File: src/rtl/gbf_flgact_fifo_ctrl.sv
// Stream FIFO built on a single-port flag SRAM: circular RAM pointers, write/read
// alternation on contention, and a 3-entry output buffer that hides the read latency.
module gbf_flgact_fifo_ctrl #(
    parameter int SRAM_DEPTH_BIT = 6,
    parameter int SRAM_WIDTH     = 28
) (
    input  logic                        clk,
    input  logic                        rst,
    input  logic                        clear,
    input  logic                        in_vld,
    output logic                        in_rdy,
    input  logic [SRAM_WIDTH-1:0]       in_data,
    output logic                        out_vld,
    input  logic                        out_rdy,
    output logic [SRAM_WIDTH-1:0]       out_data,
    output logic [SRAM_DEPTH_BIT+1:0]   fill_cnt,
    output logic [SRAM_DEPTH_BIT-1:0]   ram_addr_w,
    output logic [SRAM_DEPTH_BIT-1:0]   ram_addr_r,
    output logic                        ram_write_en,
    output logic                        ram_read_en,
    output logic [SRAM_WIDTH-1:0]       ram_data_in,
    input  logic [SRAM_WIDTH-1:0]       ram_data_out
);

    localparam int DEPTH = 1 << SRAM_DEPTH_BIT;
    localparam logic [SRAM_DEPTH_BIT:0] DEPTH_CNT = (SRAM_DEPTH_BIT+1)'(DEPTH);

    logic [SRAM_DEPTH_BIT-1:0] r_wr_ptr;
    logic [SRAM_DEPTH_BIT-1:0] r_rd_ptr;
    logic [SRAM_DEPTH_BIT:0]   r_ram_cnt;
    logic                      r_inflight;
    logic [1:0]                r_ob_cnt;
    logic                      r_last_grant;
    logic [SRAM_WIDTH-1:0]     r_ob [3];

    logic                      w_flush;
    logic                      w_full;
    logic                      w_empty;
    logic                      w_rd_want;
    logic                      w_wr_fire;
    logic                      w_rd_fire;
    logic                      w_pop;
    logic [1:0]                w_ob_slot;
    logic [SRAM_WIDTH-1:0]     w_ob_up   [3];
    logic [SRAM_WIDTH-1:0]     w_ob_next [3];

    assign w_flush   = rst || clear;
    assign w_full    = (r_ram_cnt == DEPTH_CNT);
    assign w_empty   = (r_ram_cnt == '0);
    // Credit check: a read is only issued if the buffer can take its data.
    assign w_rd_want = !w_empty && (({1'b0, r_ob_cnt} + {2'b00, r_inflight}) < 3'd3);

    assign in_rdy    = !w_full && !(w_rd_want && !r_last_grant);
    assign w_wr_fire = in_vld && in_rdy && !w_flush;
    assign w_rd_fire = w_rd_want && !w_wr_fire && !w_flush;
    assign w_pop     = (r_ob_cnt != 2'd0) && out_rdy;
    assign w_ob_slot = r_ob_cnt - {1'b0, w_pop};

    always_ff @(posedge clk) begin
        if (w_flush) begin
            r_wr_ptr     <= '0;
            r_rd_ptr     <= '0;
            r_ram_cnt    <= '0;
            r_inflight   <= 1'b0;
            r_ob_cnt     <= 2'd0;
            r_last_grant <= 1'b0;
        end else begin
            if (w_wr_fire) begin
                r_wr_ptr  <= r_wr_ptr + 1'b1;
                r_ram_cnt <= r_ram_cnt + 1'b1;
            end else if (w_rd_fire) begin
                r_ram_cnt <= r_ram_cnt - 1'b1;
            end
            if (w_rd_fire) begin
                r_rd_ptr <= r_rd_ptr + 1'b1;
            end
            if (w_wr_fire) begin
                r_last_grant <= 1'b0;
            end else if (w_rd_fire) begin
                r_last_grant <= 1'b1;
            end
            r_inflight <= w_rd_fire;
            r_ob_cnt   <= r_ob_cnt + {1'b0, r_inflight} - {1'b0, w_pop};
        end
    end

    // Output buffer is a shift register with the head at entry 0; returning read
    // data lands in the first free slot after this cycle's pop.
    generate
        for (genvar gi = 0; gi < 3; gi++) begin : g_ob
            if (gi < 2) begin : g_up
                assign w_ob_up[gi] = r_ob[gi+1];
            end else begin : g_top
                assign w_ob_up[gi] = r_ob[gi];
            end
            assign w_ob_next[gi] = (r_inflight && (w_ob_slot == 2'(gi))) ? ram_data_out :
                                   w_pop                                  ? w_ob_up[gi]  :
                                                                            r_ob[gi];
        end
    endgenerate

    always_ff @(posedge clk) begin
        for (int i = 0; i < 3; i++) begin
            r_ob[i] <= w_ob_next[i];
        end
    end

    assign out_vld      = (r_ob_cnt != 2'd0);
    assign out_data     = r_ob[0];
    assign fill_cnt     = (SRAM_DEPTH_BIT+2)'(r_ram_cnt)
                        + (SRAM_DEPTH_BIT+2)'(r_inflight)
                        + (SRAM_DEPTH_BIT+2)'(r_ob_cnt);
    assign ram_addr_w   = r_wr_ptr;
    assign ram_addr_r   = r_rd_ptr;
    assign ram_write_en = w_wr_fire;
    assign ram_read_en  = w_rd_fire;
    assign ram_data_in  = in_data;

endmodule

File: config.mk
export PLATFORM = sky130hd
export DESIGN_NAME = gbf_flgact_fifo_ctrl
export DESIGN_NICKNAME = d
export VERILOG_FILES = /design/src/rtl/gbf_flgact_fifo_ctrl.sv
export SDC_FILE = /design/constraint.sdc
export NUM_CORES = 1
export LEC_CHECK = 0
export CAP_MARGIN = 20
export CORE_MARGIN = 2
export CORE_UTILIZATION = 33
export CTS_BUF_LIST = sky130_fd_sc_hd__clkbuf_8
export DETAILED_ROUTE_END_ITERATION = 7
export PLACE_DENSITY = 0.62
export SYNTH_ARGS = -nofsm -noshare
export SYNTH_HDL_FRONTEND = slang
export SYNTH_SLANG_ARGS = --single-unit
File: constraint.sdc
create_clock -name clk -period 7.1 [get_ports clk]
set_input_delay 1.42 -clock clk [delete_from_list [all_inputs] [get_ports clk]]
set_output_delay 1.42 -clock clk [all_outputs]
set_load 0.01 [all_outputs]
==> run_results.csv <==
group,metric,value,unit
critical_path,crit_path_cell_trace,"clkdlybuf4s50_1 -> inv_1 -> a31oi_1 -> and2_1 -> nand2_1 -> inv_1 -> clkdlybuf4s50_1",
clock_tree,ctsRootBufferMaster,"clkbuf_8",
global_route,antenna_found_initial,0,
global_route,use_met2,19.5,%
pwr,power_frac_seq,57.2,%
placement,hpwl,6280,um
critical_path,max_stage_delay,0.56,ns
clock_tree,cts_resized,0,
global_route,grt_usage,12.0,%
sta,tightest_slew,0.904,ns
pwr,comb_power_share,15.4,%
clock_tree,clock_path_buffers,2,
hold_path,min_path_type,"reg2reg",
status,status,"finished, final reports clean",
synthesis,synthDistinctLibCells,40,
clock_tree,clock-sinks,107,
critical_path,endpoint_kind,"output port",
pwr,switching_share,25.5,%
drt,wl_per_cell,16.1,um
critical_path,crit_type,"in2out",
critical_path,required,5.68,ns
sta,skew,0.0133,ns
global_route,busiest_layer,"met2",
sta,fin_crit,5.09,ns
die,die_w,129,um
die,io_pins,141,
pwr,p_leak,2.04,nW
clock_tree,post_cts_buffers,0,
global_route,grt_pass1_vias,2869,
critical_path,critPathSlowestCell,"clkdlybuf4s50_1",
clock_tree,postCtsHoldBufs,0,
die,core_area,15200,um^2
global_route,grt_pass1_wl,15400,um
global_route,grt_util_met1,15.6,%
clock_tree,cts_tree,"yes",
sta,drv_slew,0,
sta,finalWorstSetupSlack,2.01,ns
drt,ant_nets,0,
clock_tree,cts_buffers,9,
global_route,grt_start_max_net_pins,29,
die,rows,45,
drt,drc,0,
pwr,p_clk_share,27.4,%
global_route,overflow,0,
drt,vias,2905,
sta,timing.fmax,196,MHz
cells_and_area,fill_cells,1433,
global_route,grt_util_met3,3.66,%
placement,place_congestion,0.814,
die,dieHeight,129,um
critical_path,cp_data_arrival_time,3.67,ns
synthesis,syn_avg_cell_area,13.5,um^2
pwr,vdd_drop_max,92.7,uV
flow_run,cap_violations,0,
drt,vias_per_cell,4.80,
sta,finalHoldViolations,0,
synthesis,syn_inst,382,
die,dieArea,16600,um^2
synthesis,synth_seq_cells,107,
drt,wirelength,9750,um
cells_and_area,layout-drive-gt1-share,20.9,%
die,initial_core_util,33.9,%
sta,finalCritPeriodShare,71.7,%
pwr,internal-power,0.940,mW
clock_tree,clock_latency,0.37,ns
synthesis,yosysSeqAreaShare,57.9,%
pwr,p_per_area,210,nW/um^2
sta,rsz0062_at_grt,"no",
critical_path,worstPathMaxFanout,7,
cells_and_area,multi_input_area,1690,um^2
critical_path,crit_path_start_kind,"input port",
placement,port_buffers,84,
synthesis,syn-num-nets,458,
cells_and_area,fin_nets,489,
clock_tree,htree_levels,3,
sta,setup_viol,0,
cells_and_area,area_growth,16.5,%
cells_and_area,antenna_cells,0,
placement,dp_slack,2.01,ns
sta,setup_tns,0,ns
drt,firstDrtPassIters,6,
drt,drtIter0Drc,187,
synthesis,synth_area,5150,um^2
pwr,switchingPower,0.321,mW
sta,relSlewSlack,39.6,%
cells_and_area,seq_area,2980,um^2
clock_tree,clk_pin_slew,0.10,ns
synthesis,yosysWarnings,0,
critical path: cells and delay by family:
kind | cells | cell delay, ns
simple gates | 2 | 0.49
buf+inv | 4 | 1.36
compound gates | 1 | 0.41
metrics by stage:
stage	instances	utilization, %	cell area, um^2	power, mW	hold WS, ns
CTS	604	39.3	5980	1.28	0.521
global placement	589	38.2	5800	0.927	0.488
detailed placement	589	38.2	5800	0.929	0.487
global route	605	39.5	6000	1.32	0.559
finish	605	39.5	6000	1.26	0.524
floorplan	382	-	5150	0.872	0.460
layer usage:
layer / wire length [um] / vias to the layer above
met4: 146 / 0
met2: 4570 / 96
met1: 4420 / 1417
met5: 0 / -
met3: 621 / 16
li1: - / 1376
flip-flops by register name, summed over array words and instances, names as in the netlist:
signal        count
r_ob_cnt          2
r_ram_cnt         7
r_inflight        1
ram_addr_w        6
r_last_grant      1
r_ob             84
ram_addr_r        6
area by class of cell:
class	instances	area share [%]
inverters	13	0.814
multi-input cells	196	28.2
repair buffers	86	14.5
clock inverters	6	0.834
clock buffers	9	2.07
well taps	188	3.92
flip-flops and latches	107	49.7
power by group through the flow:
stage                     Combinational [mW]  Sequential (mW)  Clock [mW]
after detailed placement               0.192            0.737           0
after floorplan                        0.140            0.732           0
final                                  0.194            0.722       0.346
after CTS                              0.194            0.723       0.362
after global placement                 0.191            0.736           0
after global routing                   0.213            0.726       0.381
path summary, 6_finish.rpt:
check,from,endpoint,slack (ns),cells past startpoint
worst min register to register,ram_addr_r[4],ram_addr_r[4],0.52,1
worst min-delay path,ram_addr_r[4],ram_addr_r[4],0.52,1
worst max register to register,r_inflight,r_ram_cnt[6],3.48,13
worst max-delay path,in_vld,ram_write_en,2.01,7
cell families after synthesis:
group | count (synthesis) | synth area share [%]
DFF | 107 | 57.9
AOI/OAI and AO/OA | 26 | 4.40
muxes | 63 | 13.7
adders and majority gates | 15 | 4.08
and+or+nand+nor | 74 | 6.95
xor gates and xnor gates | 18 | 3.06
buffers and inverters | 79 | 9.87
placed cells by master, fill, tap and decap left out, drive strengths merged, types with 4 or more instances in the layout:
| master | synthesis | final |
|---|---|---|
| nand3 | 6 | 6 |
| nor2 | 26 | 26 |
| and2 | 5 | 5 |
| o21ai | 5 | 5 |
| mux2i | 6 | 6 |
| clkdlybuf4s50 | 0 | 84 |
| a211oi | 4 | 4 |
| xnor2 | 11 | 11 |
| ha | 12 | 12 |
| clkbuf | 9 | 9 |
| edfxtp | 84 | 84 |
| inv | 13 | 15 |
| nand4 | 4 | 4 |
| or2 | 4 | 4 |
| xor2 | 7 | 7 |
| mux2 | 57 | 57 |
| dfxtp | 23 | 23 |
| nor2b | 5 | 5 |
| a21oi | 4 | 4 |
| nand2 | 14 | 14 |
cells in the mapped netlist:
library cell  count  area share (%)
edfxtp_1         84              49
buf_4            56             8.2
mux2_2           56              12
nor2_1           26             1.9
dfxtp_1          23             8.9
nand2_1          14             1.0
inv_1            13            0.95
ha_1             12             2.9
xnor2_1          11             1.9
clkbuf_1          9            0.66
xor2_1            7             1.2
mux2i_1           6             1.2
nand3_1           6            0.58
and2_1            5            0.61
nor2b_1           5            0.61
o21ai_0           5            0.49
a211oi_1          4            0.58
a21oi_1           4            0.39
nand4_1           4            0.49
or2_2             4            0.49
fa_1              3             1.2
nor3_1            3            0.29
a21o_2            2            0.34
a31oi_1           2            0.24
and3_1            2            0.24
nor4_1            2            0.24
a211o_1           1            0.17
a221oi_1          1            0.17
buf_2             1           0.097
mux2_4            1            0.29
nor3b_1           1            0.15
o21a_1            1            0.15
o221ai_4          1            0.51
o22ai_1           1            0.12
o311ai_2          1            0.32
o31a_1            1            0.17
o41a_1            1            0.22
o41ai_4           1            0.53
or3_1             1            0.12
or4_4             1            0.22
Power figures use the tool's default switching activity.
